`src/rtl/crosshair_color_sampler.sv`:
```
// rtl/crosshair_color_sampler.sv - 4x4 crosshair window colour averager/classifier; optional SAMPLER_DROP_CNT_EN adds dropped_cnt
module crosshair_color_sampler #(
    parameter logic [9:0]  R_THRESH    = 10'd512,
    parameter logic [11:0] LUMA_THRESH = 12'd1536
) (
    input  logic       CLK,
    input  logic       RESET_N,
    input  logic [9:0] VGA_R_In,
    input  logic [9:0] VGA_G_In,
    input  logic [9:0] VGA_B_In,
    input  logic [9:0] VGA_X,
    input  logic [9:0] VGA_Y,
    input  logic       pixel_valid,
    input  logic       run,
    input  logic       sample_ready,
    output logic       sample_valid,
    output logic [3:0] data,
    output logic [9:0] avg_R,
    output logic [9:0] avg_G,
    output logic [9:0] avg_B
`ifdef SAMPLER_DROP_CNT_EN
    ,
    output logic [7:0] dropped_cnt
`endif
);

    typedef enum logic [1:0] {
        IDLE     = 2'd0,
        ACCUM    = 2'd1,
        CLASSIFY = 2'd2,
        HOLD     = 2'd3
    } state_t;

    state_t      state, state_n;
    logic [13:0] sum_r, sum_g, sum_b;
    logic [4:0]  count;
    logic        clr, add, load;

    // Pixel qualifiers: frame origin, crosshair window, and the window's final pixel
    logic frame_start, in_win, win_last, transfer;
    assign frame_start = pixel_valid && (VGA_X == 10'd0) && (VGA_Y == 10'd0);
    assign in_win      = pixel_valid && (VGA_X >= 10'd462) && (VGA_X <= 10'd465)
                                     && (VGA_Y >= 10'd272) && (VGA_Y <= 10'd275);
    assign win_last    = in_win && (VGA_X == 10'd465) && (VGA_Y == 10'd275);
    assign transfer    = (state == HOLD) && sample_valid && sample_ready;

    // Averages are the sums divided by 16; luma is summed at 12 bits so it cannot wrap
    logic [9:0]  cur_r, cur_g, cur_b;
    logic [11:0] luma;
    assign cur_r = sum_r[13:4];
    assign cur_g = sum_g[13:4];
    assign cur_b = sum_b[13:4];
    assign luma  = {2'b00, cur_r} + {2'b00, cur_g} + {2'b00, cur_b};

    // State register
    always_ff @(posedge CLK or negedge RESET_N) begin
        if (!RESET_N) state <= IDLE;
        else          state <= state_n;
    end

    // Next state and datapath controls; run aborts any sample not yet presented
    always_comb begin
        state_n = state;
        clr     = 1'b0;
        add     = 1'b0;
        load    = 1'b0;
        case (state)
            IDLE: begin
                clr = 1'b1;
                if (frame_start && !run) state_n = ACCUM;
            end
            ACCUM: begin
                if (run) begin
                    clr     = 1'b1;
                    state_n = IDLE;
                end else if (in_win) begin
                    add = 1'b1;
                    if (count == 5'd15) state_n = CLASSIFY;
                end else if (frame_start) begin
                    clr = 1'b1;
                end
            end
            CLASSIFY: begin
                if (run) begin
                    clr     = 1'b1;
                    state_n = IDLE;
                end else begin
                    load    = 1'b1;
                    state_n = HOLD;
                end
            end
            HOLD: begin
                if (transfer) begin
                    clr     = 1'b1;
                    state_n = run ? IDLE : ACCUM;
                end
            end
            default: state_n = IDLE;
        endcase
    end

    // Accumulators, registered outputs and the valid/ready handshake
    always_ff @(posedge CLK or negedge RESET_N) begin
        if (!RESET_N) begin
            sum_r        <= '0;
            sum_g        <= '0;
            sum_b        <= '0;
            count        <= '0;
            sample_valid <= 1'b0;
            data         <= '0;
            avg_R        <= '0;
            avg_G        <= '0;
            avg_B        <= '0;
        end else begin
            if (clr) begin
                sum_r <= '0;
                sum_g <= '0;
                sum_b <= '0;
                count <= '0;
            end else if (add) begin
                sum_r <= sum_r + {4'b0000, VGA_R_In};
                sum_g <= sum_g + {4'b0000, VGA_G_In};
                sum_b <= sum_b + {4'b0000, VGA_B_In};
                count <= count + 5'd1;
            end
            if (load) begin
                avg_R        <= cur_r;
                avg_G        <= cur_g;
                avg_B        <= cur_b;
                data         <= {cur_r >= R_THRESH, cur_g >= R_THRESH,
                                 cur_b >= R_THRESH, luma >= LUMA_THRESH};
                sample_valid <= 1'b1;
            end else if (transfer) begin
                sample_valid <= 1'b0;
            end
        end
    end

`ifdef SAMPLER_DROP_CNT_EN
    // A frame is lost when its window finishes while a sample is still held,
    // or when a partially collected window is thrown away at frame start
    logic drop;
    assign drop = ((state == ACCUM) && !run && !in_win && frame_start && (count != 5'd0))
               || ((state == HOLD) && win_last);

    // Saturating lost-frame counter
    always_ff @(posedge CLK or negedge RESET_N) begin
        if (!RESET_N)                         dropped_cnt <= '0;
        else if (drop && dropped_cnt != 8'hFF) dropped_cnt <= dropped_cnt + 8'd1;
    end
`endif

endmodule

```
`config.mk`:
```
export PLATFORM = sky130hd
export DESIGN_NAME = crosshair_color_sampler
export DESIGN_NICKNAME = d
export VERILOG_FILES = /design/src/rtl/crosshair_color_sampler.sv
export SDC_FILE = /design/constraint.sdc
export NUM_CORES = 1
export LEC_CHECK = 0
export BUFFER_PORTS_ARGS = -buffer_cell sky130_fd_sc_hd__buf_4
export CAP_MARGIN = 5
export CORE_ASPECT_RATIO = 0.75
export CORE_MARGIN = 8
export CORE_UTILIZATION = 35
export CTS_CLUSTER_DIAMETER = 60
export DETAILED_ROUTE_END_ITERATION = 8
export SLEW_MARGIN = 20
export SYNTH_ARGS = -nofsm -noshare
export SYNTH_HDL_FRONTEND = slang
export SYNTH_SLANG_ARGS = --single-unit
```
`constraint.sdc`:
```
create_clock -name CLK -period 2.52 [get_ports CLK]
set_clock_uncertainty 0.05 [all_clocks]
set_input_delay 0.378 -clock CLK [delete_from_list [all_inputs] [get_ports CLK]]
set_output_delay 0.378 -clock CLK [all_outputs]
set_load 0.01 [all_outputs]
```
Word-level counts from Yosys, hierarchy flattened
Cells that the tools add are included.
W data, S select, Z words.

storage, ports and cells
  register bits = 84
  bits of input ports = 55
  output and inout bits = 35
  logic and storage cells = 77

cells by class
  add/sub/neg operators = 6
  $lt $le $gt $ge = 8
  equal/unequal tests = 8
  muxes and demuxes = 29
  reduce and logical (&&, ||, !) cells = 16

operators by type and width
  cell                    number
  $mux W14                6
  $add A14 B10 Y14        3
  $ge A10 B10 Y1 const B  3
  $ge A10 B9 Y1 const B   2
  $le A10 B9 Y1 const B   2
  $logic_not A10 Y1       2
  $mux W1                 13
  $add A11 B10 Y12        1
  $ge A12 B11 Y1 const B  1
  $mux W2                 6
  $add A10 B10 Y11        1
  $mux W5                 2
  $logic_and A1 B1 Y1     9
  $pmux W2 S4             1
  $ne A3 B3 Y1 const B    2
  $add A5 B1 Y5 const B   1
  $eq A5 B4 Y1 const B    1
  $eq A2 B2 Y1 const B    2
  $ne A2 B2 Y1 const B    2
  $pmux W1 S4             1
  $reduce_and A4 Y1       1
  $reduce_bool A2 Y1      2
  $eq A2 B1 Y1 const B    1
  $logic_not A2 Y1        1
  $logic_not A1 Y1        1

Depth between registers and ports, before layout
Gate-level depths: netlist (run 1).

  word-level depth = 10
  mapped depth = 9
  gate-level depth less buffers = 9

Least setup slack after synthesis (run 1)
No wires, ideal clock.

  kind = register to register
  start = register sum_r[5]
  end = register data[0]
  setup time = 88 ps
  arrival time = 2,317 ps
  path slack = 65 ps
  stages on the path, launching flop included = 10
  buffers on the path = 0
  clock period less this slack = 2,455 ps
  path through = dfrtp_1 > fa_1 > ha_1 > inv_1 > fa_1 > nor2b_1 > o31ai_1 > a211o_1 > a21o_1 > a41oi_1

between the ends
  longest elaborated chain between the ends = 3

RTL lines
  item                    RTL line  text
  from (decl)             35        logic [13:0] sum_r, sum_g, sum_b;
  from (signal assigned)  121       sum_r <= sum_r + {4'b0000, VGA_R_In};
  $add A10 B10 Y11        53        assign luma = {2'b00, cur_r} + {2'b00, cur_g} + {2'b00, cur_b};
  $add A11 B10 Y12        53
  $ge A12 B11 Y1          131       cur_b >= R_THRESH, luma >= LUMA_THRESH};
  to (signal assigned)    130       data <= {cur_r >= R_THRESH, cur_g >= R_THRESH,
  to (decl)               17        output logic [3:0] data,

Every way passes these cells.
A chain may end at the register's enable or synchronous reset.

Worst setup path after layout (run 1)
  start = register sum_r[11]
  end = register data[0]

Same word-level chain as after synthesis.

==> results.toml, run 1 <==
[sta]
layout_min_cycle_time_ns = 2.47
finalCritPeriodShare = 0.979
slew-limit-headroom = 0.614
setup_viol = 0
tightest_slew_ns = 0.573
grt_setup_unrepaired = "true"
maxSlewViolCount = 0
hold_violations = 0
max_freq_ghz = 0.405
holdWs_ns = 0.269
setup_ws_ns = 0.0537

[routing]
drtAntennaViolNets = 0
dr_total_vias = 5152
wl_mm = 15.9
wire_per_inst_um = 16.4
viasPerCell = 5.33
drc = 0
dr.pass1.iters = 7
drt_iter0_drc = 380

[clock_tree]
clk_pin_slew_ns = 0.06
cts_buffers = 9
root_buffer = "clkbuf_16"
worstSkewPairLatency_ns = 0.34
clockBufferDepth = 2
cts_tree = "yes"
cts_sinks = 84
h-tree-depth = 3

[global_routing]
top_usage_layer = "met2"
track_usage = 0.157
grt_max_degree = 39
grt_pass1_wl_mm = 26.2
antenna_found_initial = 0
use_met3 = 0.0400
overflow = 0
met2_usage = 0.238
grt_pass1_vias = 5171
met1_usage = 0.220

[worst_setup_path]
cp_slowest_cell = "fa_1"
endpoint = "data[0]"
required_ns = 2.73
path_cells = "fa_1 -> ha_1 -> nor3_1 -> a21boi_1 -> a21oi_2 -> or3_1 -> a41oi_2"
r2r_end = "data[0]"
cp-start-kind = "flip-flop"
path_class = "reg2reg"
reg2reg_from = "sum_r[11]"
ff2ff_path_depth = 7
max_stage_delay_ns = 0.49
crit_path_end_kind = "flip-flop"
crit_family = "adder cells"
r2r_setup_slack_ns = 0.05
crit_cells = 7
path_max_fanout = 3
startpoint = "sum_r[11]"
path_buf_inv = 0
crit_arrival_ns = 2.68

[run]
maxCapViolations = 0

[logic_synthesis]
synth_compound_area_frac = 0.199
synthXorXnorAreaFrac = 0.0173
synthTopCellsByCount = "152 x nand2_1, 84 x dfrtp_1, 44 x a21oi_1, 41 x ha_1, 38 x o21ai_0"
synth_edf_count = 0
ys_async_sr_fraction = 1.00
synth_top_area_frac = 0.376
yosysUniqueCellTypes = 55
synth_nets = 733
synth_top_family_by_area = "simple AND/OR/NAND/NOR gates"
ys_seq_area_frac = 0.376
synthesis.instances = 623
synth_area_um2 = 5580
yosysTopAreaCell = "dfrtp_1"
ys_warn_count = 0
synthAdderAreaFrac = 0.142
ys.flop_type = "dfrtp_1"
avgSynthCellArea_um2 = 8.96
synth.area.mux_share = 0.0327
post-synth-top-count-cell = "nand2_1"
synth_area_leaders = "dfrtp_1 38%, nand2_1 10%, ha_1 9.2%"
ys_ff_latch = 84
yosys.area_share.simple = 0.201

[placed_design]
gp_congestion = 0.841
placed_area_um2 = 6810
dp_hpwl_mm = 12.2
port_buffers = 89
place_ws_ns = -0.0769

[floorplanning]
row_count = 40
fp.coreArea_um2 = 15800
die_area_um2 = 20300
die_h_um = 125
start_util = 0.353
die_w_um = 162
io_pins = 90

[final_layout]
syn2layout_area_growth_pct = 29.2
diodes = 0
stdcell_area_um2 = 7220
drive_gt1_frac = 0.247
fin_nets = 862

[min_path]
hp-class = "in2reg"

[power_and_ir_drop]
ir_worst_vdd_uv = 315
p_per_area_nw_per_um2 = 418
total_power_mw = 3.01
leakage_nw = 3.54

[run_status]
status = "completed"
area by class of cell:
class,instances,area (um2)
Clock buffer,11,253
Clock inverter,4,72.6
Fill cell,1525,8600
Inverter,17,63.8
Multi-Input combinational cell,499,3360
Sequential cell,84,2100
Tap cell,210,263
Timing Repair Buffer,141,1100
kinds of logic (layout without fill, tap and decap cells):
logic type,after synthesis,after routing
AND/OR/NAND/NOR,245,245
XOR/XNOR,11,11
AO/OA/AOI/OAI,170,170
adder cells (fa/ha/maj),55,55
multiplexers,18,18
flip-flops,84,84
buffers and inverters,40,173
worst register-to-register path: cells and delay by family (launching register included):
family,cells,cell delay (ns)
and+or+nand+nor,2,0.62
adders and majority gates,2,0.71
AOI/OAI and AO/OA,3,0.60
DFF,1,0.40
metal layers:
layer	vias to the layer above	part of all wire
met5	-	0
met4	0	0.011
met3	15	0.066
met2	143	0.43
met1	2492	0.50
li1	2502	-
worst min-delay path by stage:
stage / to / start / depth (start not counted) / slack [ns]
finish: state[0] / run / 2 / 0.27
global route: state[0] / run / 2 / 0.28
CTS: state[0] / run / 2 / 0.25
detailed placement: avg_R[2] / RESET_N / 1 / 0.36
global placement: avg_R[1] / RESET_N / 1 / 0.35
floorplan: avg_B[0] / RESET_N / 0 / 0.03
registers in the layout (all words and copies together), names as in the netlist:
name          count
sum_b            14
sum_g            14
sum_r            14
avg_B            10
avg_G            10
avg_R            10
count             5
data              4
state             2
sample_valid      1
stage by stage:
| step | std cells | TNS [ns] | util |
|---|---|---|---|
| 4_1_cts | 965 | 0 | 0.454 |
| 3_3_place_gp | 947 | -0.221 | 0.431 |
| 5_1_grt | 966 | -0.0230 | 0.456 |
| 6_report | 966 | 0 | 0.456 |
| 2_1_floorplan | 623 | 0 | - |
| 3_5_place_dp | 947 | -0.216 | 0.431 |
placed cells by master, fill, tap and decap left out, types with 3 or more instances in the layout:
| cell type | synthesis | layout |
|---|---|---|
| nand2_1 | 152 | 152 |
| buf_4 | 2 | 137 |
| dfrtp_1 | 84 | 84 |
| a21oi_1 | 44 | 43 |
| ha_1 | 41 | 39 |
| o21ai_0 | 38 | 37 |
| inv_1 | 17 | 16 |
| mux2i_1 | 16 | 16 |
| nor2_1 | 16 | 15 |
| nor3_1 | 13 | 13 |
| nand3_1 | 13 | 13 |
| fa_1 | 14 | 13 |
| o211ai_1 | 12 | 12 |
| o21bai_1 | 11 | 11 |
| xor2_1 | 10 | 10 |
| or3_1 | 9 | 9 |
| o21a_1 | 9 | 9 |
| clkbuf_16 | 0 | 9 |
| nand4_1 | 8 | 8 |
| a211o_1 | 8 | 8 |
| a211oi_1 | 8 | 7 |
| or2_2 | 6 | 6 |
| o31ai_1 | 7 | 6 |
| o22ai_1 | 6 | 6 |
| nand2b_1 | 6 | 6 |
| and3_1 | 5 | 5 |
| a21o_1 | 5 | 5 |
| a2111oi_2 | 2 | 3 |
| nor2b_1 | 4 | 3 |
| buf_12 | 0 | 3 |
what timing repair did:
| item | 4_1_cts | 5_1_grt |
|---|---|---|
| hold endpoints to repair | 14 | 0 |
| pin swaps | 5 | 4 |
| setup buffers | 2 | 1 |
| hold buffers | 1 | 0 |
| setup endpoints to repair | 1 | 4 |
| gates resized for setup | 4 | 9 |
power breakdown:
| part | switching (mW) | internal [mW] | total (mW) |
|---|---|---|---|
| Combinational | 0.106 | 0.101 | 0.207 |
| Sequential | 0.0000000278 | 1.35 | 1.35 |
| Clock | 0.543 | 0.915 | 1.46 |
No activity file was read; power rests on OpenSTA's default activity.
==> run 2, diff against run 1 <==
--- a/config.mk
+++ b/config.mk
@@ -10,6 +10,7 @@
 export CORE_ASPECT_RATIO = 0.75
 export CORE_MARGIN = 8
 export CORE_UTILIZATION = 35
+export CTS_BUF_LIST = sky130_fd_sc_hd__clkbuf_16
 export CTS_CLUSTER_DIAMETER = 60
 export DETAILED_ROUTE_END_ITERATION = 8
 export SLEW_MARGIN = 20
==> run 2 against run 1 <==
Wire length up 0.26%. Sequential power about the same. Power down 2.1%. Sequential share of layout area up 0.081 points. Worst hold slack worse by 0.0049 ns. Setup slack better by 0.0012 ns. Fmax about the same. Flip-flop and latch count unchanged.
==> results.toml, run 2 (synthesis results as in run 1) <==
[worst_setup_path]
cp_slowest_cell = "fa_1"
path_max_fanout = 3
path_cells = "fa_1 -> ha_1 -> nor3_1 -> a21boi_1 -> a21oi_2 -> or3_1 -> a41oi_2"
crit_arrival_ns = 2.68
cp-start-kind = "flip-flop"
path_class = "reg2reg"
max_stage_delay_ns = 0.49
crit_path_end_kind = "flip-flop"
required_ns = 2.74

[sta]
grt_setup_unrepaired = "true"
tns_ns = 0
tightest_slew_ns = 0.579
finalCritPeriodShare = 0.978
layout_min_cycle_time_ns = 2.47
setup_viol = 0
maxSlewViolCount = 0
setup_ws_ns = 0.0549
max_freq_ghz = 0.406
hold_violations = 0
holdWs_ns = 0.264
slew-limit-headroom = 0.614

[clock_tree]
cts_buffers = 9
h-tree-depth = 3
clockBufferDepth = 2
root_buffer = "clkbuf_16"
cts_tree = "yes"
cts_sinks = 84
worstSkewPairLatency_ns = 0.34
clk_pin_slew_ns = 0.06

[power_and_ir_drop]
p_sw_frac = 0.220
comb_power_share = 0.070
ir_worst_vdd_uv = 315
power_frac_seq = 0.457
p_switching_mw = 0.648
leakage_nw = 3.53
pwr-share-clk = 0.473
p_int_mw = 2.30
total_power_mw = 2.95
p_per_area_nw_per_um2 = 410

[placed_design]
port_buffers = 89
place_ws_ns = -0.0769
dp_hpwl_mm = 12.2
gp_congestion = 0.841

[final_layout]
final_cell_mix = "152 x nand2_1, 137 x buf_4, 84 x dfrtp_1"
largestRegisters = "sum_b (14), sum_g (14), sum_r (14)"
fin_nets = 862
drive_gt1_frac = 0.245
diodes = 0
post-route-util = 0.455
syn2layout_area_growth_pct = 28.9
final_common_cell = "nand2_1"

[floorplanning]
start_util = 0.353
row_count = 40
die_h_um = 125
io_pins = 90
fp.coreArea_um2 = 15800
die_area_um2 = 20300
die_w_um = 162

[min_path]
hp-class = "in2reg"

[routing]
drtAntennaViolNets = 0
wire_per_inst_um = 16.5
wl_mm = 15.9
dr.pass1.iters = 5
drt_iter0_drc = 386
drc = 0
dr_total_vias = 5156
viasPerCell = 5.34

[global_routing]
grt_pass1_vias = 5169
overflow = 0
grt_pass1_wl_mm = 26.2
grt_max_degree = 39
track_usage = 0.157
met1_usage = 0.219
met2_usage = 0.239
use_met3 = 0.0400
top_usage_layer = "met2"
antenna_found_initial = 0

[run]
maxCapViolations = 0

[run_status]
status = "completed"
[run 2: changes by cell type in the layout (fill, tap and decap cells not counted), sizes merged]
cell / delta
clkbuf: -2
clkinv: +2
[run 2: area by class of cell]
cell class                 instances  area [um2]
inverter                          17        63.8
multi-input combinational        499        3360
timing repair buffer             141        1100
tap                              210         263
clock buffer                       9         225
fill                            1530        8620
sequential                        84        2100
clock inverter                     6        80.1
[run 2: per-stage QoR]
stage | instances | area (um2)
after CTS | 965 | 7160
after floorplan | 623 | 5580
after detailed placement | 947 | 6810
final | 966 | 7200
after global placement | 947 | 6810
after global routing | 966 | 7200
[run 2: final timing paths]
check	end	depth (start not counted)	slack, ns	startpoint
worst max register to register	data[0]	7	0.05	sum_r[11]
worst min-delay path	state[0]	2	0.26	run
max in group asynchronous	sum_r[4]	3	1.27	RESET_N
min in group asynchronous	avg_R[2]	2	0.52	RESET_N
worst min register to register	avg_G[8]	2	0.42	avg_G[8]
worst max-delay path	data[0]	7	0.05	sum_r[11]
[run 2: worst max-delay path: cells and delay by family, from the launching register on]
kind / cells / cell delay, ns
flip-flops: 1 / 0.40
adder cells (fa/ha/maj): 2 / 0.71
AND/OR/NAND/NOR: 2 / 0.62
AO/OA/AOI/OAI: 3 / 0.60
[run 2: what timing repair did]
item | CTS | global route
resized for setup | 4 | 9
hold endpoints to repair | 14 | 0
cloned | 0 | 0
hold buffers | 1 | 0
endpoints found under the setup margin | 1 | 4
setup buffers | 2 | 1
pin swaps | 5 | 4
[run 2: power by group through the flow]
stage               combinational, mW  clock (mW)  sequential (mW)
floorplan                      0.0782           0             1.37
global placement                0.200           0             1.37
detailed placement              0.206           0             1.37
CTS                             0.209        1.43             1.35
global route                    0.230        1.47             1.35
finish                          0.207        1.40             1.35
[run 2: metal layers]
metal | wire, um | vias to the layer above
li1 | - | 2495
met1 | 7790 | 2482
met2 | 6830 | 165
met3 | 1130 | 14
met4 | 154 | 0
met5 | 0 | -
==> run 3, diff against run 2 <==
--- a/config.mk
+++ b/config.mk
@@ -5,14 +5,16 @@
 export SDC_FILE = /design/constraint.sdc
 export NUM_CORES = 1
 export LEC_CHECK = 0
+export ABC_AREA = 1
 export BUFFER_PORTS_ARGS = -buffer_cell sky130_fd_sc_hd__buf_4
 export CAP_MARGIN = 5
 export CORE_ASPECT_RATIO = 0.75
 export CORE_MARGIN = 8
-export CORE_UTILIZATION = 35
+export CORE_UTILIZATION = 50
 export CTS_BUF_LIST = sky130_fd_sc_hd__clkbuf_16
 export CTS_CLUSTER_DIAMETER = 60
 export DETAILED_ROUTE_END_ITERATION = 8
+export PLACE_DENSITY = 0.74
 export SLEW_MARGIN = 20
 export SYNTH_ARGS = -nofsm -noshare
 export SYNTH_HDL_FRONTEND = slang
==> run 3 against run 2 <==
Non-clock buffer count is 35 lower. Clock-buffer cell count stayed put. Clock power hardly changed. Fmax is 6.6% higher. Synthesized cell count is 40% higher. Global-route usage is 5.0 points higher. Area after synthesis is 15% higher. Die area is 18% lower. Wire length is 6.7% higher. Sequential share of layout area is 1.5 points lower. Critical path type unchanged. Critical endpoint unchanged. Largest power group is now registers.
==> results.toml, run 3 <==
[logic_synthesis]
ys_seq_area_frac = 0.328
ys_warn_count = 0
ys_async_sr_fraction = 1.00
ys_ff_latch = 84
synth_area_leaders = "dfrtp_1 33%, nand2_1 18%, ha_1 8.0%"
yosys.area_share.simple = 0.362
avgSynthCellArea_um2 = 7.33
synthXorXnorAreaFrac = 0.0328
synth_compound_area_frac = 0.0674
synth_edf_count = 0
ys.flop_type = "dfrtp_1"
post-synth-top-count-cell = "nand2_1"
synth_top_area_frac = 0.328
yosysUniqueCellTypes = 38
synthTopCellsByCount = "309 x nand2_1, 96 x inv_1, 94 x nand3_1, 84 x dfrtp_1, 56 x nor2_1"
synth_top_family_by_area = "simple AND/OR/NAND/NOR gates"
synth_nets = 984
synth_area_um2 = 6400
synthAdderAreaFrac = 0.124
synthesis.instances = 874
synth.area.mux_share = 0
yosysTopAreaCell = "dfrtp_1"

[floorplanning]
die_area_um2 = 16700
io_pins = 90
row_count = 35
die_h_um = 114
start_util = 0.517
die_w_um = 147
fp.coreArea_um2 = 12400

[sta]
maxSlewViolCount = 0
tns_ns = 0
setup_ws_ns = 0.207
max_freq_ghz = 0.432
hold_violations = 0
slew-limit-headroom = 0.467
grt_setup_unrepaired = "false"
finalCritPeriodShare = 0.918
setup_viol = 0
tightest_slew_ns = 0.799
layout_min_cycle_time_ns = 2.31
holdWs_ns = 0.0634

[worst_setup_path]
ff2ff_path_depth = 13
required_ns = 2.74
crit_path_end_kind = "flip-flop"
cp_common_cell = "nand2_1"
path_buf_inv = 2
path_class = "reg2reg"
cp-start-kind = "flip-flop"
max_stage_delay_ns = 0.53
crit_cells = 13
path_max_fanout = 4
r2r_setup_slack_ns = 0.21
crit_arrival_ns = 2.54
crit_family = "adder cells"
cp_slowest_cell = "fa_1"
path_cells = "fa_1 -> ha_1 -> inv_1 -> fa_1 -> inv_1 -> nand3_1 -> nand2_1 -> nand2_1 -> nand2_1 -> nand2_1 -> nand2_1 -> a21oi_1 -> a21boi_1"

[final_layout]
diodes = 0
stdcell_count = 1142
final_cell_mix = "309 x nand2_1, 104 x buf_4, 96 x inv_1"
drive_gt1_frac = 0.179
final_common_cell = "nand2_1"
fillers = 1169
ff_latch_area_um2 = 2100
multi_input_area_um2 = 3750
syn2layout_area_growth_pct = 18.3
stdcell_area_um2 = 7580
fin_nets = 1081
largestRegisters = "sum_b (14), sum_g (14), sum_r (14)"
post-route-util = 0.612

[routing]
wl_met2_mm = 6.57
drc = 0
dr.pass1.iters = 5
wl_mm = 17.0
viasPerCell = 5.13
wl_met3_mm = 1.21
wl_met1_mm = 8.91
dr.max_layer_used = "met4"
drt_iter0_drc = 406
wire_per_inst_um = 14.9
drtAntennaViolNets = 0
dr_total_vias = 5862

[placed_design]
place_inst = 1126
place_ws_ns = 0.209
port_buffers = 89
gp_congestion = 0.932
dp_hpwl_mm = 13.1
placed_area_um2 = 7270

[power_and_ir_drop]
leakage_nw = 4.24
p_per_area_nw_per_um2 = 446
total_power_mw = 3.38
ir_worst_vdd_uv = 380

[global_routing]
overflow = 0
track_usage = 0.208
grt_pass1_wl_mm = 28.0
antenna_found_initial = 0
grt_max_degree = 60
grt_pass1_vias = 5595

[clock_tree]
cts_tree = "yes"
worstSkewPairLatency_ns = 0.35
root_buffer = "clkbuf_16"
h-tree-depth = 3
cts_buffers = 9
clockBufferDepth = 2
cts_setup_buffers = 0
clk_pin_slew_ns = 0.07
cts_sinks = 84

[min_path]
hp-class = "in2async"

[run_status]
status = "completed"

[run]
maxCapViolations = 0
run 3: logic make-up (layout without fill, tap and decap cells):
kind of cell	Yosys count	after routing
xor+xnor	24	24
fa+ha+maj	55	55
compound gates	68	68
buf+inv	122	224
flops	84	84
simple gates	521	521
run 3: report_power, final:
| part | internal (mW) | leakage, nW | switching [mW] |
|---|---|---|---|
| logic | 0.199 | 2.93 | 0.384 |
| registers | 1.38 | 1.17 | 0.0303 |
| clock network | 0.783 | 0.148 | 0.605 |
run 3: layout make-up:
type	instances	area share
multi-input combinational	668	0.495
sequential	84	0.277
timing repair buffer	106	0.108
inverter	102	0.0513
clock buffer	9	0.0297
tap	166	0.0274
clock inverter	7	0.0106
run 3: what timing repair did:
item                                    4_1_cts  5_1_grt
endpoints found under the setup margin        0        1
resized for setup                             0        1
hold buffers                                  0        0
run 3: worst paths after layout:
| path | from | endpoint |
|---|---|---|
| min | RESET_N | sum_r[0] |
| min reg2reg | data[2] | data[2] |
| max reg2reg | sum_g[5] | data[0] |
| min in group CLK | VGA_R_In[0] | sum_r[0] |
| max | sum_g[5] | data[0] |
| max in group asynchronous | RESET_N | avg_B[3] |
run 3: routing by layer:
layer,vias up,global-route usage
met4,0,0.0602
met1,2680,0.305
li1,2993,-
met5,-,0
met3,21,0.0534
met2,168,0.290
run 3: worst register-to-register path, stage by stage (launching register included):
cell      delay, ns
dfrtp_1        0.43
fa_1           0.53
ha_1           0.16
inv_1          0.05
fa_1           0.35
inv_1          0.06
nand3_1        0.06
nand2_1        0.08
nand2_1        0.06
nand2_1        0.06
nand2_1        0.06
nand2_1        0.06
a21oi_1        0.06
a21boi_1       0.17
